`config.mk`:
```
export PLATFORM = sky130hd
export DESIGN_NAME = buzzer_pwm
export DESIGN_NICKNAME = d
export VERILOG_FILES = /design/src/rtl/buzzer_pkg.sv /design/src/rtl/buzzer_pwm.sv
export SDC_FILE = /design/constraint.sdc
export NUM_CORES = 1
export LEC_CHECK = 0
export CAP_MARGIN = 20
export CORE_ASPECT_RATIO = 1.4
export CORE_UTILIZATION = 50
export DETAILED_ROUTE_END_ITERATION = 8
export PLACE_DENSITY_LB_ADDON = 0.05
export SKIP_LAST_GASP = 1
export SYNTH_ARGS = -nofsm -noshare
export SYNTH_HDL_FRONTEND = slang
export SYNTH_SLANG_ARGS = --single-unit
```
`constraint.sdc`:
```
create_clock -name clk -period 2.95 [get_ports clk]
set_input_delay 0.295 -clock clk [delete_from_list [all_inputs] [get_ports clk]]
set_output_delay 0.295 -clock clk [all_outputs]
set_load 0.03 [all_outputs]
```
`src/rtl/buzzer_pkg.sv`:
```
// buzzer_pkg: shared widths, FSM states, volume codes, note periods and duty helper for the buzzer path
package buzzer_pkg;
  localparam int PERIOD_W = 20;
  localparam int VOL_W = 2;
  localparam logic [PERIOD_W-1:0] MIN_PERIOD = 20'd2;
  typedef enum logic {IDLE, PLAY} state_t;
  localparam logic [VOL_W-1:0] VOL_HALF = 2'd3;
  localparam logic [VOL_W-1:0] VOL_QUARTER = 2'd2;
  localparam logic [VOL_W-1:0] VOL_EIGHTH = 2'd1;
  localparam logic [VOL_W-1:0] VOL_SIXTEENTH = 2'd0;
  localparam logic [PERIOD_W-1:0] NOTE_REST = 20'd0;
  localparam logic [PERIOD_W-1:0] NOTE_C4 = 20'd191131;
  localparam logic [PERIOD_W-1:0] NOTE_D4 = 20'd170265;
  localparam logic [PERIOD_W-1:0] NOTE_E4 = 20'd151685;
  localparam logic [PERIOD_W-1:0] NOTE_F4 = 20'd143172;
  localparam logic [PERIOD_W-1:0] NOTE_G4 = 20'd127551;
  localparam logic [PERIOD_W-1:0] NOTE_A4 = 20'd113636;
  localparam logic [PERIOD_W-1:0] NOTE_B4 = 20'd101239;
  localparam logic [PERIOD_W-1:0] NOTE_C5 = 20'd95557;
  // high phase length: period scaled by 1/2..1/16, never shorter than one cycle
  function automatic logic [PERIOD_W-1:0] duty_high(input logic [PERIOD_W-1:0] p, input logic [VOL_W-1:0] v);
    logic [PERIOD_W-1:0] h;
    h = p >> (3'd4 - {1'b0, v});
    return (h == '0) ? {{(PERIOD_W-1){1'b0}}, 1'b1} : h;
  endfunction
endpackage

```
`src/rtl/buzzer_pwm.sv`:
```
// buzzer_pwm: square-wave piezo drive from a tone period word, duty set by volume, updates only at period boundaries
// clk, rst: clock and synchronous active-high reset
// en, period, volume: play enable, tone period in cycles (below MIN_PERIOD = rest), duty code
// pwm_out: registered buzzer drive; period_done: pulse after each completed period; active: high in PLAY
module buzzer_pwm
  import buzzer_pkg::*;
(
  input  logic                clk,
  input  logic                rst,
  input  logic                en,
  input  logic [PERIOD_W-1:0] period,
  input  logic [VOL_W-1:0]    volume,
  output logic                pwm_out,
  output logic                period_done,
  output logic                active
);
  state_t state, state_n;
  logic [PERIOD_W-1:0] cnt, cnt_n, cur_period, cur_n, high_time, high_n;
  logic pwm_n, done_n, load, wrap;
  assign load = en && (period >= MIN_PERIOD);
  assign wrap = cnt == cur_period - PERIOD_W'(1);
  always_comb begin
    state_n = state;
    cnt_n = '0;
    cur_n = cur_period;
    high_n = high_time;
    pwm_n = 1'b0;
    done_n = 1'b0;
    if (state == IDLE) begin
      if (load) begin
        cur_n = period;
        high_n = duty_high(period, volume);
        state_n = PLAY;
      end
    end else begin
      pwm_n = cnt < high_time;
      cnt_n = wrap ? '0 : cnt + PERIOD_W'(1);
      done_n = wrap;
      // inputs are only honoured at the wrap edge so a tone change never splits a cycle
      if (wrap && load) begin
        cur_n = period;
        high_n = duty_high(period, volume);
      end
      if (wrap && !load) state_n = IDLE;
    end
  end
  always_ff @(posedge clk) begin
    if (rst) begin
      state <= IDLE;
      cnt <= '0;
      cur_period <= '0;
      high_time <= '0;
      pwm_out <= 1'b0;
      period_done <= 1'b0;
      active <= 1'b0;
    end else begin
      state <= state_n;
      cnt <= cnt_n;
      cur_period <= cur_n;
      high_time <= high_n;
      pwm_out <= pwm_n;
      period_done <= done_n;
      active <= state_n == PLAY;
    end
  end
endmodule

```
======== Word-level counts from Yosys, hierarchy flattened ========
Cells that the tools add are included.
operators by class
  shift operators ......................... 1
  equality and inequality tests ........... 2
  multiply operators ...................... 0
  bitwise gates (word level) .............. 1
  reduce and logical (&&, ||, !) cells .... 9
  divide/modulo/power cells ............... 0
  $lt $le $gt $ge ......................... 2
  mux-type cells .......................... 10
  add/sub/neg operators ................... 3
operators with widths
  operator                                                            count
  2-to-1 mux 20 bit                                                   7
  adder 20 x 1 -> 20 bit, second input constant                       1
  equality test 20 bit                                                1
  greater-or-equal comparator 20 x 2 -> 1 bit, second input constant  1
  zero test 20 bit                                                    1
  < comparator 20 bit                                                 1
  >> shifter 20 x 3 -> 20 bit                                         1
  subtractor 20 x 1 -> 20 bit, second input constant                  1
  logical AND 1 bit                                                   3
  2-to-1 mux 1 bit                                                    3
  OR reduction 3 bit                                                  1
  subtractor 3 x 2 -> 3 bit, first input constant                     1
  != test 2 x 1 -> 1 bit, second input constant                       1
  AND reduction 2 bit                                                 1
  nonzero test 2 bit                                                  1
  OR reduction 2 bit                                                  1
  zero test 1 bit                                                     1
  inverter 1 bit                                                      1
word-level totals
  logic and storage cells ................. 34
  memories ................................ 0
  memory bits (read-only) ................. 0
  memory bits (writable) .................. 0
  latch bits .............................. 0
  input port bits ......................... 25
  output and inout bits ................... 3
  register bits after elaboration ......... 63

======== Longest topological paths before layout ========
Gate-level depths: netlist (run 1).
  word-level depth ........................ 6
  mapped depth ............................ 13
  gate-level depth less buffers ........... 10

======== Worst setup path after synthesis (run 1) ========
OpenSTA, ideal clock, no wires.
  path type ............................... register to register
  start ................................... register cur_period[0]
  end ..................................... register high_time[10]
  data arrival time ....................... 3038 ps
  stages on the path, launching flop included .. 13
  setup slack ............................. -222 ps
  path buffers ............................ 2
  required time ........................... 2816 ps
  setup time .............................. 134 ps
  clock period less this slack ............ 3172 ps
  cell sequence ........................... dfxtp_1 -> inv_1 -> ha_1 -> clkbuf_1 -> nor4bb_1 -> o211ai_1 -> or4_1 -> a2111o_1 -> nand4bb_1 -> o41a_2 -> nor2_4 -> buf_6 -> a211oi_1
on the way
  word-level cells in the longest chain between the ends .. 5
ends and longest elaborated chain
  item                              RTL line          text
  from (decl)                       buzzer_pwm.sv:18  logic [PERIOD_W-1:0] cnt, cnt_n, cur_period, cur_n, high_time, high_n;
  from (signal assigned)            buzzer_pwm.sv:59  cur_period <= cur_n;
  subtractor 20 x 1 -> 20 bit       buzzer_pwm.sv:21  assign wrap = cnt == cur_period - PERIOD_W'(1);
  equality test 20 bit              buzzer_pwm.sv:21
  logical AND 1 bit                 buzzer_pwm.sv:40  if (wrap && load) begin
  != test 2 x 1 -> 1 bit (no line)  --
  AND reduction 2 bit (no line)     --
  to (signal assigned)              buzzer_pwm.sv:60  high_time <= high_n;
  to (decl)                         buzzer_pwm.sv:18
Every way passes these cells.
A chain may end at the register's enable or synchronous reset.

======== Worst setup path after layout (run 1) ========
  start ................................... register cur_period[11]
  end ..................................... register cur_period[10]
on the way
  word-level cells in the longest chain between the ends .. 5
ends and longest elaborated chain
  item                              RTL line
  subtractor 20 x 1 -> 20 bit       buzzer_pwm.sv:21
  equality test 20 bit              buzzer_pwm.sv:21
  logical AND 1 bit                 buzzer_pwm.sv:40
  != test 2 x 1 -> 1 bit (no line)  --
  AND reduction 2 bit (no line)     --
Every way passes these cells.

==> summary by stage, run 1 <==
Clock tree
The root buffer cell is sky130_fd_sc_hd__clkbuf_16. In this run, CTS created clock tree buffers numbering 9. The later pin in the worst-skew pair is clocked with a latency of roughly 0.34 ns.

The CTS tree is done. After clock tree synthesis, the clock-pin slew on the worst setup and hold paths is 0.06 ns. The clock sink total is between 60 and 70.

The buffer levels on the longest clock path is 2. The H-tree level count is 3.

Run
Max-cap violations in this run came to 0.

Finish
The layout overhead on the synthesized area is 36.1%. The library cell used most frequently in the layout, excluding fill and tap cells, is sky130_fd_sc_hd__dfxtp_1. In the layout the commonest cells are sky130_fd_sc_hd__dfxtp_1 (58), sky130_fd_sc_hd__a21oi_1 (54), sky130_fd_sc_hd__buf_4 (54). Fill cells in the final layout number 700.

The repair_antennas step left the layout with diodes totalling 0. The share of final-layout standard cells stronger than drive strength 1 is 26.2%. The final layout contains ~670 nets. The area used by multi-input combinational logic is 0.00315 mm².

The register cell area after layout is 0.00127 mm².

GRT
The first global-routing pass estimated 20.8 mm of wire. The leftover overflow at the end of global routing is 0. Across every metal layer, demand over resource in global routing totals between 20 and 30%. The global routing stage identified its most utilized layer as met2.

For this run, global-route usage on met3 was measured as about 5.6%. The number of global-route vias before repair is between 4000 and 5000. The largest net degree at the start of global routing is ~40. Global routing used between 40 and 50% of the available met2 tracks. The number of antenna violations at the first check in global routing is 0. The met1 track demand over resource in global routing is 35.3%.

Timing
The setup violation total in the final timing report is 60. Headroom to the max-slew limit came out at between 70% and 80%. Timing would allow up to between 300 and 400 MHz.

The worst setup slack after layout is -0.162 ns. The final worst clock skew is between 0.006 and 0.007 ns. The count of final max-slew check failures is 0. The share of the clock period used by the worst path after layout is 105%. The minimum clock period is 3.11 ns. Setup repair after global routing could not meet its margin everywhere. The slew at the pin closest to its max-slew limit is around 0.44 ns. The hold violation count in the final report is 0.

Synthesis
The combinational family with the most area after synthesis is simple AND/OR/NAND/NOR gates. The warning count from the yosys run is 0. The fraction of the mapped netlist area in simple logic gates is 21.7%. The adder-cell area share of the yosys netlist is 6.22%.

The synthesized design contains 0 enable-type register cells. The number of different library cells in the post-synthesis netlist is 62. In the post-synthesis netlist, the biggest area contributors are sky130_fd_sc_hd__dfxtp_1 (28%), sky130_fd_sc_hd__a21oi_1 (6.2%), sky130_fd_sc_hd__ha_1 (6.2%).

The primary flip-flop cell chosen by synthesis mapping is sky130_fd_sc_hd__dfxtp_1. The proportion of synthesized flip-flops having asynchronous set or reset is 0%. The compound-gate portion of the synthesized area is between 20 and 25%. Sequential elements use 28.5% of the synthesized area. Summed over all instances, the cell type with the most area after synthesis is sky130_fd_sc_hd__dfxtp_1. The xor and xnor area share after synthesis is around 7.3%. The per-instance average area after synthesis is between 8 and 9 µm². After synthesis, the share of cell area in mux cells is under 10%. Summing every instance area after synthesis gives ~0.0044 mm². The number of instances in the synthesized netlist is between 500 and 600. The flip-flop and latch count after synthesis is 63. When the netlist entered floorplanning its net count stood at 600. The share of synthesized area in the top cell type comes to about 28%.

Place
Detailed placement finished with a half-perimeter wire length of slightly below 10 mm. The port buffer count is 27. The global placer's final weighted congestion is between 0.8 and 0.9. The pre-CTS worst setup slack is -0.191 ns.

Setup path
For the worst setup path, the data required time is 3.21 ns. The critical path in this run is classified as reg -> reg. The largest fanout on the critical path is 6. STA puts the critical path data arrival time at about 3.4 ns. The worst setup path is captured at a register.

The largest individual stage delay along the critical path comes from the cell sky130_fd_sc_hd__or4_4. In this design, the critical path's most frequently occurring cell is sky130_fd_sc_hd__or4_4. The worst setup path is launched from a register. In this design, the stage delay of the slowest critical-path cell is between 0.6 and 0.7 ns. The signal on the critical path passes through or4_4 -> or4_4 -> nor4_2 -> nor4_1 -> o21a_2 -> o41ai_4 -> buf_6 -> buf_12 -> buf_4 -> nand3_1 -> a21oi_1.

Outcome
The final reports fail on setup timing. The run finished, with violations left.

Pwr
The peak supply drop is around 0.49 mV. In this run the power density over the cells is around 480 mW/mm². The leakage power total is between 2 and 2.5 nW. After layout, the design draws a total of approximately 2.9 mW.

Route
The routed length per instance is 18.9 µm. The pre-antenna-repair detailed-routing pass consisted of 5 iterations. The routed wire length is roughly 14 mm. The total via count in the routed design is about 4500. The remaining antenna violation count after routing is 0. The number of design-rule violations left by the first detailed-router iteration is approximately 230. After detailed routing, the number of vias per cell comes to 6.10. For this run, design rule violations remaining after detail routing come to 0.

Die
The top-level port count is 28. The die outline area is just over 0.009 mm². Once the floorplan was initialized, standard cells occupied 51.4% of the core. The die is 81.5 µm wide. In this run the core area contains 40 standard-cell rows. The core box area is 0.00861 mm². The die outline height is 113 µm.

Hold path
The kind of path behind the tightest hold check is reg -> reg.
-- area by class of cell --
class,instances,share of cell area (%)
Clock inverter,7,1.62
Sequential cell,63,21.0
Inverter,32,1.99
Timing Repair Buffer,100,17.1
Multi-Input combinational cell,419,52.4
Tap cell,105,2.18
Clock buffer,9,3.74
-- flip-flops by register name, indices dropped and copies added, names as in the netlist --
register	cells
cnt	20
pwm_out	1
high_time	20
state	1
cur_period	20
period_done	1
-- worst paths after layout --
| check | from | slack (ns) | depth (start not counted) | end |
|---|---|---|---|---|
| worst max-delay path | cur_period[11]$_SDFFE_PP0P_ | -0.16 | 11 | cur_period[10]$_SDFFE_PP0P_ |
| worst min-delay path | high_time[19]$_SDFFE_PP0P_ | 0.46 | 2 | high_time[19]$_SDFFE_PP0P_ |
| worst max register to register | cur_period[11]$_SDFFE_PP0P_ | -0.16 | 11 | cur_period[10]$_SDFFE_PP0P_ |
| worst min register to register | high_time[19]$_SDFFE_PP0P_ | 0.46 | 2 | high_time[19]$_SDFFE_PP0P_ |
-- cell families after synthesis --
| logic type | after synthesis |
|---|---|
| and+or+nand+nor | 181 |
| AOI/OAI and AO/OA | 146 |
| buffers and inverters | 71 |
| DFF | 63 |
| xor gates and xnor gates | 37 |
| muxes | 33 |
| adders and majority gates | 22 |
-- critical path: cells and delay by family (launching register included) --
family                 cells  cell delay [ns]
AOI/OAI and AO/OA          3             0.81
and+or+nand+nor            5             1.49
DFF                        1             0.31
buffers and inverters      3             0.41
-- layer usage --
metal  up-vias  wire (µm)
li1       2169          -
met4         0        758
met5         -          0
met1      2121       5630
met2       145       6940
met3        50        527
-- through the flow --
step	instance area (µm²)	utilization (%)	cells	TNS, ns	hold slack [ns]
6_report	6020	70.0	735	-5.83	0.463
3_3_place_gp	5210	60.5	703	-5.86	0.471
3_5_place_dp	5210	60.5	703	-9.02	0.470
2_1_floorplan	4530	-	553	-2.55	0.435
4_1_cts	5690	66.0	726	-3.07	0.462
5_1_grt	6020	70.0	735	-12.82	0.482
-- power breakdown --
group | internal (mW) | switching, mW
combinational | 0.389 | 0.424
sequential | 0.895 | 0.0321
clock | 0.740 | 0.401
total | 2.02 | 0.857
-- cells in the mapped netlist, types with 4 or more instances --
library cell               instances
sky130_fd_sc_hd__mux4_2            5
sky130_fd_sc_hd__o21a_1            4
sky130_fd_sc_hd__nand4_1          11
sky130_fd_sc_hd__a21oi_1          55
sky130_fd_sc_hd__xor2_1           13
sky130_fd_sc_hd__inv_1            31
sky130_fd_sc_hd__o21ai_0          31
sky130_fd_sc_hd__nor4_1           10
sky130_fd_sc_hd__buf_1             4
sky130_fd_sc_hd__a211oi_1         18
sky130_fd_sc_hd__mux2i_1          25
sky130_fd_sc_hd__nor3_1           10
sky130_fd_sc_hd__xnor2_1          24
sky130_fd_sc_hd__a21o_1            7
sky130_fd_sc_hd__o31ai_1           4
sky130_fd_sc_hd__nor2b_1           6
sky130_fd_sc_hd__nand2b_1          6
sky130_fd_sc_hd__a31oi_1           5
sky130_fd_sc_hd__buf_2             5
sky130_fd_sc_hd__nand2_1          22
sky130_fd_sc_hd__clkbuf_1         26
sky130_fd_sc_hd__and3_1            4
sky130_fd_sc_hd__ha_1             22
sky130_fd_sc_hd__dfxtp_1          63
sky130_fd_sc_hd__nand3_1          35
sky130_fd_sc_hd__nor2_1           51
-- repair_timing --
| item | in CTS | in global routing |
|---|---|---|
| resized for setup | 33 | 49 |
| setup buffers | 6 | 2 |
| setup endpoints to repair | 61 | 61 |
| gates cloned | 1 | 8 |
| hold buffers | 0 | 0 |
| pin swaps | 1 | 18 |
No activity file was read; power rests on OpenSTA's default activity.
==> inputs of run 2 (changes only) <==
--- a/config.mk
+++ b/config.mk
@@ -5,9 +5,11 @@
 export SDC_FILE = /design/constraint.sdc
 export NUM_CORES = 1
 export LEC_CHECK = 0
+export ABC_AREA = 1
 export CAP_MARGIN = 20
 export CORE_ASPECT_RATIO = 1.4
 export CORE_UTILIZATION = 50
+export CTS_CLUSTER_SIZE = 40
 export DETAILED_ROUTE_END_ITERATION = 8
 export PLACE_DENSITY_LB_ADDON = 0.05
 export SKIP_LAST_GASP = 1
==> run 2 against run 1 <==
Effect of this change: the flow finishes with violations (DRC); register-to-register slack better by 0.56 ns; area after synthesis up 5.9%; clock skew hardly changed; critical path depth grew 4; final area is 13% lower; final cell count rose by 21%; worst hold slack gained 0.012 ns; clock power fell by 16%; global-route usage is 3.5 points lower; via count up 4.2%; first-iteration DRC count decreased by 13%; largest cell class unchanged.
==> summary by stage, run 2 <==
Timing
The slew at the pin closest to its max-slew limit was 0.615 ns (was 0.440 ns). The final worst clock skew was 0.00619 ns (was 0.00646 ns). RSZ-0062 raised after global routing: false (was true). The setup violation total in the final timing report is 0 (was 60). The share of the clock period used by the worst path after layout was 86.6% (was 105%). The total negative slack for setup checks is 0 ns (was -5.83 ns). The maximum clock frequency is 391 MHz (was 321 MHz). The worst-case headroom to the max-slew limit is 58.9% (was 70.3%). The hold violation count in the final report was 0 (unchanged). The count of final max-slew check failures came to 0 (unchanged). The minimum clock period was 2.56 ns (was 3.11 ns).

Synthesis
The proportion of synthesized chip area in sequential cells is 26.9% (was 28.5%). The cell area after technology mapping is 0.00469 mm² (was 0.00443 mm²). The number of instances in the synthesized netlist is 765 (was 553). The net count after synthesis is 812 (was 600). The per-instance average area after synthesis was 6.13 µm² (was 8.00 µm²). The flip-flop and latch count after synthesis came to 63 (unchanged). The fraction of post-synthesis cell area in the top cell type by area is 26.9% (was 28.5%). The proportion of synthesized flip-flops having asynchronous set or reset is 0% (unchanged). The number of flops mapped to enable cells by yosys is 0 (unchanged). The primary flip-flop cell chosen by synthesis mapping is sky130_fd_sc_hd__dfxtp_1 (unchanged). The most area-hungry cell type in the Yosys netlist is sky130_fd_sc_hd__dfxtp_1 (unchanged). The number of different library cells in the post-synthesis netlist is 39 (was 62).

Synth top area cells: sky130_fd_sc_hd__dfxtp_1 (27%), sky130_fd_sc_hd__nand2_1 (17%), sky130_fd_sc_hd__nand3_1 (9.5%) (was sky130_fd_sc_hd__dfxtp_1 (28%), sky130_fd_sc_hd__a21oi_1 (6.2%), sky130_fd_sc_hd__ha_1 (6.2%)). The most common cell in the synthesized netlist is sky130_fd_sc_hd__nand2_1 (was sky130_fd_sc_hd__dfxtp_1). Most numerous cell types in the synthesized netlist: sky130_fd_sc_hd__nand2_1 (208), sky130_fd_sc_hd__nor2_1 (112), sky130_fd_sc_hd__nand3_1 (89) (was sky130_fd_sc_hd__dfxtp_1 (63), sky130_fd_sc_hd__a21oi_1 (55), sky130_fd_sc_hd__nor2_1 (51)). The warning count from the yosys run is 0 (unchanged).

Setup path
The critical path data arrival time is 2.82 ns (was 3.37 ns). CP Cell Sequence: inv_2 -> ha_1 -> nand3_2 -> nor2_4 -> nand2_2 -> nor2_4 -> xor2_1 -> nand2_1 -> nor2_1 -> nand2_2 -> nand2_4 -> nand2_2 -> nand2_1 -> nand2_1 -> nor2_1 (was or4_4 -> or4_4 -> nor4_2 -> nor4_1 -> o21a_2 -> o41ai_4 -> buf_6 -> buf_12 -> buf_4 -> nand3_1 -> a21oi_1). The cell type of the slowest stage on the worst timing path is sky130_fd_sc_hd__dfxtp_1 (was sky130_fd_sc_hd__or4_4). The element type at the critical path start is a register (unchanged).

The kind of cell with the highest combined delay on the critical path is simple AND/OR/NAND/NOR gates (unchanged). The nature of the critical path endpoint is a register (unchanged). The type of the worst setup path is reg -> reg (unchanged).

The critical path's largest stage delay is 0.34 ns (was 0.61 ns). The largest fanout on the critical path is 24 (was 6). The data required time of the worst path is 3.22 ns (was 3.21 ns). The combined buffer and inverter count along the critical path is 1 (was 3).

Pwr
The overall power after layout was 2.55 mW (was 2.88 mW). The switching power summed over all nets was 0.825 mW (was 0.857 mW). The logic gate share of total power is 25.4% (was 28.2%). The power per standard cell area was 485 mW/mm² (was 478 mW/mm²).

The leakage power total is 2.54 nW (was 2.35 nW). The share of total power consumed by net switching is 32.3% (was 29.7%). The internal power consumption is 1.73 mW (was 2.02 mW).

The peak supply drop is 0.242 mV (was 0.494 mV). The relative contribution of sequential cells to total power was 37.0% (was 32.2%). The clock network power share was 37.6% (was 39.6%).

Place
The half-perimeter wire length after placement came to 9.38 mm (was 9.71 mm). The global placer's final weighted congestion is 0.967 (was 0.868). The port buffer count is 27 (unchanged). The total placed cells including tap cells was 877 (was 703).

Clock tree
The clock-pin slew on the worst setup and hold paths is 0.05 ns (was 0.06 ns). The buffer levels on the longest clock path was 2 (unchanged). The H-tree level count is 3 (unchanged).

The clock buffer count from CTS was 9 (unchanged). The post-cts sizing count is 0 (was 33). The clock sink total came to 63 (unchanged).

The post-cts hold buffer count is 0 (unchanged). The worst-skew pair later-pin latency is 0.33 ns (was 0.34 ns). The root buffer cell was sky130_fd_sc_hd__clkbuf_16 (unchanged). The post-CTS setup-driven buffer insertion count was 0 (was 6). The CTS tree was done (unchanged).

Route
The remaining antenna violation count after routing came to 0 (unchanged). The total via count in the routed design is 4675 (was 4485). The total iterations of the first detailed-routing run came to 9 (was 5). The number of design-rule violations left by the first detailed-router iteration is 202 (was 232).

The routed wire length is 11.8 mm (was 13.9 mm). The routed length per instance came to 13.2 µm (was 18.9 µm). The final routed DRC violation total is 1 (was 0). The number of vias per cell after detailed routing was 5.24 (was 6.10).

GRT
The wire length of the first global-routing pass is 20.4 mm (was 20.8 mm). The number of antenna violations at the first check in global routing is 0 (unchanged). The total routing resource utilization after global routing came to 26.4% (was 29.9%). The largest net degree at the start of global routing is 57 (was 41). The leftover overflow at the end of global routing is 0 (unchanged).

The number of global-route vias before repair is 4320 (was 4239).

Finish
The share of final-layout standard cells stronger than drive strength 1 is 5.47% (was 26.2%). The register cell area after layout is 0.00126 mm² (was 0.00127 mm²). The most common cell after layout, fill and taps aside is sky130_fd_sc_hd__nand2_1 (was sky130_fd_sc_hd__dfxtp_1). The antenna diode count was 0 (unchanged). Biggest registers after layout: cnt x20, cur_period x20, high_time x20 (unchanged).

The layout overhead on the synthesized area was 12.4% (was 36.1%). The filler cell count in the final layout came to 908 (was 700). Commonest cells after routing, fill and taps aside: sky130_fd_sc_hd__nand2_1 (208), sky130_fd_sc_hd__nor2_1 (112), sky130_fd_sc_hd__nand3_1 (89) (was sky130_fd_sc_hd__dfxtp_1 (58), sky130_fd_sc_hd__a21oi_1 (54), sky130_fd_sc_hd__buf_4 (54)). The non-filler instance count after layout is 893 (was 735). The area used by multi-input combinational logic was 0.00292 mm² (was 0.00315 mm²).

The net total in the final layout is 828 (was 672).

Die
The top-level port count was 28 (unchanged). The number of placement rows is 41 (was 40). The horizontal die dimension is 83.8 µm (was 81.5 µm).

The die outline height is 117 µm (was 113 µm). The core box area is 0.00908 mm² (was 0.00861 mm²). The initial core utilization is 51.6% (was 51.4%). The die outline area is 0.00977 mm² (was 0.00924 mm²).

Outcome
Outcome: finished with violations (unchanged). Violated checks: DRC (was setup timing).

Hold path
The kind of path behind the tightest hold check is reg -> reg (unchanged).

Run
The number of max-capacitance violations reported is 0 (unchanged).
[run 2: cell types whose count changed in the layout (fill, tap and decap cells not counted), sizes merged, moves of 16 or more]
cell    previous run  this run
nand2             22       215
nor2              52       119
mux2i             25         0
inv               32        87
nand3             35        91
a211oi            18         2
buf               67        10
[run 2: cell type report]
type	instances	area share [%]
multi-input cells	581	55.4
inverters	89	6.34
well taps	107	2.54
clock inverters	5	0.641
clock buffers	11	4.61
repair buffers	37	6.56
flip-flops and latches	63	23.9
[run 2: worst min-delay path, stage by stage (launching register included)]
cell and delay (ns):
sky130_fd_sc_hd__dfxtp_1 0.32, sky130_fd_sc_hd__a21oi_1 0.04, sky130_fd_sc_hd__nor2_1 0.08
[run 2: metrics by stage]
stage | area (µm²) | utilization (%) | hold slack [ns] | setup WS, ns
floorplan | 4690 | - | 0.406 | 0.564
global placement | 4990 | 55.0 | 0.457 | 0.312
detailed placement | 4990 | 55.0 | 0.470 | 0.282
CTS | 5270 | 58.0 | 0.482 | 0.364
global route | 5270 | 58.0 | 0.512 | 0.0814
finish | 5270 | 58.0 | 0.475 | 0.394
[run 2: kinds of logic (layout without fill, tap and decap cells)]
| kind of cell | after synthesis | count (layout) | share of synthesized area [%] |
|---|---|---|---|
| simple gates | 459 | 459 | 42.7 |
| buf+inv | 121 | 142 | 10.8 |
| compound gates | 72 | 72 | 8.41 |
| flops | 63 | 63 | 26.9 |
| xor+xnor | 28 | 28 | 5.23 |
| fa+ha+maj | 22 | 22 | 5.87 |
[run 2: path summary, 6_finish.rpt]
kind	depth (start not counted)	endpoint	slack [ns]	from
max	15	high_time[8]$_SDFFE_PP0P_	0.39	cur_period[0]$_SDFFE_PP0P_
min	2	high_time[7]$_SDFFE_PP0P_	0.47	high_time[7]$_SDFFE_PP0P_
min reg2reg	2	high_time[7]$_SDFFE_PP0P_	0.47	high_time[7]$_SDFFE_PP0P_
max reg2reg	15	high_time[8]$_SDFFE_PP0P_	0.39	cur_period[0]$_SDFFE_PP0P_
[run 2: metal layers]
layer,wire length [µm],global-route usage [%]
met4,357,13.0
met5,0,0
met2,5930,47.9
met1,5220,31.6
met3,271,1.98
[run 2: power by group through the flow]
| stage | sequential, mW | combinational (mW) | clock, mW |
|---|---|---|---|
| after floorplan | 0.955 | 0.493 | 0 |
| after global placement | 0.961 | 0.637 | 0 |
| after detailed placement | 0.963 | 0.647 | 0 |
| after CTS | 0.945 | 0.649 | 0.980 |
| after global routing | 0.952 | 0.749 | 1.02 |
| final | 0.946 | 0.650 | 0.960 |
==> inputs of run 3 (changes only) <==
--- a/config.mk
+++ b/config.mk
@@ -11,8 +11,10 @@
 export CORE_UTILIZATION = 50
 export CTS_CLUSTER_SIZE = 40
 export DETAILED_ROUTE_END_ITERATION = 8
+export MAX_ROUTING_LAYER = met4
 export PLACE_DENSITY_LB_ADDON = 0.05
 export SKIP_LAST_GASP = 1
+export SLEW_MARGIN = 25
 export SYNTH_ARGS = -nofsm -noshare
 export SYNTH_HDL_FRONTEND = slang
 export SYNTH_SLANG_ARGS = --single-unit
==> run 3 against run 2 <==
Effect of this change: the flow still finishes with violations (DRC); non-clock buffer count unchanged; critical path depth decreased by 1; wire length up 3.5%; critical path type unchanged; critical endpoint unchanged; largest power group unchanged.
==> summary by stage, run 3 (synthesized netlist as in run 2, its figures left out) <==
Timing
The minimum clock period is 2.61 ns (was 2.56 ns). The worst-case headroom to the max-slew limit came to 57.2% (was 58.9%). The total negative slack for setup checks came to 0 ns (unchanged).

The count of final max-slew check failures is 0 (unchanged). The maximum clock frequency is 383 MHz (was 391 MHz). The setup violation total in the final timing report is 0 (unchanged). The hold violation count in the final report is 0 (unchanged).

The final worst clock skew was 0.00947 ns (was 0.00619 ns). The slew at the pin closest to its max-slew limit was 0.641 ns (was 0.615 ns). The worst setup slack after layout is 0.342 ns (was 0.394 ns). The share of the clock period used by the worst path after layout was 88.4% (was 86.6%). RSZ-0062 raised after global routing: false (unchanged).

Route
The total via count in the routed design is 4665 (was 4675). The number of design-rule violations left by the first detailed-router iteration came to 220 (was 202). The routed length per instance is 13.7 µm (was 13.2 µm). The remaining antenna violation count after routing is 0 (unchanged).

The final routed DRC violation total came to 2 (was 1). The total iterations of the first detailed-routing run was 6 (was 9). The routed wire length is 12.2 mm (was 11.8 mm).

The number of vias per cell after detailed routing is 5.24 (about the same).

Pwr
The logic gate share of total power is 23.6% (was 25.4%). The overall power after layout is 2.76 mW (was 2.55 mW). The internal power consumption is 1.92 mW (was 1.73 mW). The power per standard cell area is 519 mW/mm² (was 485 mW/mm²). The switching power summed over all nets came to 0.840 mW (was 0.825 mW). The clock network power share came to 42.1% (was 37.6%). The relative contribution of sequential cells to total power came to 34.3% (was 37.0%).

The leakage power total was 2.56 nW (was 2.54 nW). The share of total power consumed by net switching is 30.5% (was 32.3%). The peak supply drop came to 0.213 mV (was 0.242 mV).

GRT
The largest net degree at the start of global routing is 57 (unchanged). The total routing resource utilization after global routing is 27.4% (was 26.4%). The number of antenna violations at the first check in global routing came to 0 (unchanged).

The leftover overflow at the end of global routing is 0 (unchanged). The number of global-route vias before repair came to 4387 (was 4320). The wire length of the first global-routing pass is 20.6 mm (was 20.4 mm).

Outcome
Violated checks: DRC (unchanged). Outcome: finished with violations (unchanged).

Clock tree
The root buffer cell was sky130_fd_sc_hd__clkbuf_16 (unchanged). The clock-pin slew on the worst setup and hold paths is 0.05 ns (about the same). The post-cts sizing count is 0 (unchanged). The post-cts hold buffer count is 0 (unchanged).

The clock sink total is 63 (unchanged). The worst-skew pair later-pin latency is 0.34 ns (was 0.33 ns). The H-tree level count is 3 (unchanged). The clock buffer count from CTS is 9 (unchanged).

The post-CTS setup-driven buffer insertion count is 0 (unchanged). The CTS tree is done (unchanged). The buffer levels on the longest clock path is 2 (unchanged).

Place
The half-perimeter wire length after placement is 9.33 mm (was 9.38 mm). The port buffer count came to 27 (unchanged). The total placed cells including tap cells is 877 (unchanged). The global placer's final weighted congestion is 0.958 (was 0.967). The pre-CTS worst setup slack came to 0.295 ns (was 0.282 ns).

Finish
The filler cell count in the final layout is 942 (was 908). The share of final-layout standard cells stronger than drive strength 1 was 5.36% (was 5.47%). The most common cell after layout, fill and taps aside was sky130_fd_sc_hd__nand2_1 (unchanged). The register cell area after layout is 0.00126 mm² (unchanged). Biggest registers after layout: cnt x20, cur_period x20, high_time x20 (unchanged). The core occupancy in the finished layout is 58.5% (was 58.0%). The non-filler instance count after layout was 891 (was 893). The antenna diode count is 0 (unchanged). The net total in the final layout is 828 (unchanged). The area used by multi-input combinational logic is 0.00292 mm² (unchanged). The layout overhead on the synthesized area is 13.4% (was 12.4%). Commonest cells after routing, fill and taps aside: sky130_fd_sc_hd__nand2_1 (208), sky130_fd_sc_hd__nor2_1 (112), sky130_fd_sc_hd__nand3_1 (89) (unchanged).

Setup path
The capture point of the critical path is high_time[8]$_SDFFE_PP0P_ (unchanged). The critical path data arrival time is 2.84 ns (was 2.82 ns). The nature of the critical path endpoint is a register (unchanged).

The kind of cell with the highest combined delay on the critical path is simple AND/OR/NAND/NOR gates (unchanged). The destination of the worst register-to-register timing path is high_time[8]$_SDFFE_PP0P_ (unchanged). The largest fanout on the critical path came to 24 (unchanged). The critical path's largest stage delay is 0.34 ns (about the same). The worst reg2reg path depth is 14 (was 15).

The data required time of the worst path is 3.18 ns (was 3.22 ns). The reg-to-reg critical path startpoint is cur_period[0]$_SDFFE_PP0P_ (unchanged). The element type at the critical path start is a register (unchanged). The launch point of the critical path is cur_period[0]$_SDFFE_PP0P_ (unchanged).

CP Cell Sequence: inv_2 -> ha_1 -> nand3_2 -> nor2_4 -> nand2_2 -> nor2_4 -> xor2_1 -> nand2_1 -> nor2_1 -> nand2_2 -> nand2_4 -> nand2_2 -> nor2_1 -> nor2_1 (was inv_2 -> ha_1 -> nand3_2 -> nor2_4 -> nand2_2 -> nor2_4 -> xor2_1 -> nand2_1 -> nor2_1 -> nand2_2 -> nand2_4 -> nand2_2 -> nand2_1 -> nand2_1 -> nor2_1). The slack of the worst reg-to-reg path is 0.34 ns (was 0.39 ns). The cell type of the slowest stage on the worst timing path was sky130_fd_sc_hd__dfxtp_1 (unchanged). The combined buffer and inverter count along the critical path is 1 (unchanged). The type of the worst setup path is reg -> reg (unchanged). The logic depth of the worst setup path including buffers was 14 (was 15).

Die
The number of placement rows is 41 (unchanged). The die outline height is 117 µm (unchanged). The die outline area is 0.00977 mm² (unchanged). The horizontal die dimension is 83.8 µm (unchanged).

The core box area is 0.00908 mm² (unchanged). The initial core utilization was 51.6% (unchanged). The top-level port count came to 28 (unchanged).

Run
The number of max-capacitance violations reported was 0 (unchanged).

Hold path
The kind of path behind the tightest hold check is reg -> reg (unchanged).
run 3: worst min-delay path by stage:
stage                                from                    endpoint  slack (ns)  cells after the start
5_1_grt        high_time[16]$_SDFFE_PP0P_  high_time[16]$_SDFFE_PP0P_        0.51                      2
2_1_floorplan                         rst            state$_SDFF_PP0_        0.41                      1
4_1_cts                 cnt[0]$_SDFF_PP0_           cnt[0]$_SDFF_PP0_        0.48                      1
3_3_place_gp            cnt[0]$_SDFF_PP0_           cnt[0]$_SDFF_PP0_        0.45                      1
3_5_place_dp    high_time[4]$_SDFFE_PP0P_   high_time[4]$_SDFFE_PP0P_        0.47                      2
6_report                cnt[0]$_SDFF_PP0_           cnt[0]$_SDFF_PP0_        0.48                      1
run 3: per-stage QoR:
step,hold WS [ns],cell area [µm²]
after detailed placement,0.472,4990
after global routing,0.511,5310
after CTS,0.484,5310
final,0.481,5310
after global placement,0.452,4990
after floorplan,0.406,4690
run 3: area by class of cell:
class | count | area share, %
Multi-Input combinational cell | 581 | 54.9
Sequential cell | 63 | 23.7
Clock buffer | 11 | 4.76
Inverter | 89 | 6.29
Timing Repair Buffer | 37 | 6.50
Clock inverter | 3 | 1.27
Tap cell | 107 | 2.52
run 3: routing by layer:
metal | global-route usage [%] | part of all wire (%) | vias to the layer above
met5 | - | 0 | -
met4 | 10.7 | 1.8 | 0
met3 | 2.33 | 2.0 | 17
met2 | 49.4 | 52 | 72
met1 | 31.5 | 44 | 2111
li1 | - | - | 2465
run 3: power by group through the flow:
stage / Clock, mW / Sequential [mW] / Combinational, mW
6_report: 1.16 / 0.945 / 0.650
3_3_place_gp: 0 / 0.960 / 0.636
5_1_grt: 1.21 / 0.951 / 0.744
2_1_floorplan: 0 / 0.955 / 0.493
4_1_cts: 1.17 / 0.945 / 0.651
3_5_place_dp: 0 / 0.962 / 0.647
run 3: worst register-to-register path, stage by stage, from the launching register on:
cell	delay, ns
sky130_fd_sc_hd__dfxtp_1	0.34
sky130_fd_sc_hd__inv_2	0.10
sky130_fd_sc_hd__ha_1	0.21
sky130_fd_sc_hd__nand3_2	0.14
sky130_fd_sc_hd__nor2_4	0.20
sky130_fd_sc_hd__nand2_2	0.10
sky130_fd_sc_hd__nor2_4	0.12
sky130_fd_sc_hd__xor2_1	0.17
sky130_fd_sc_hd__nand2_1	0.10
sky130_fd_sc_hd__nor2_1	0.13
sky130_fd_sc_hd__nand2_2	0.11
sky130_fd_sc_hd__nand2_4	0.20
sky130_fd_sc_hd__nand2_2	0.32
sky130_fd_sc_hd__nor2_1	0.21
sky130_fd_sc_hd__nor2_1	0.06
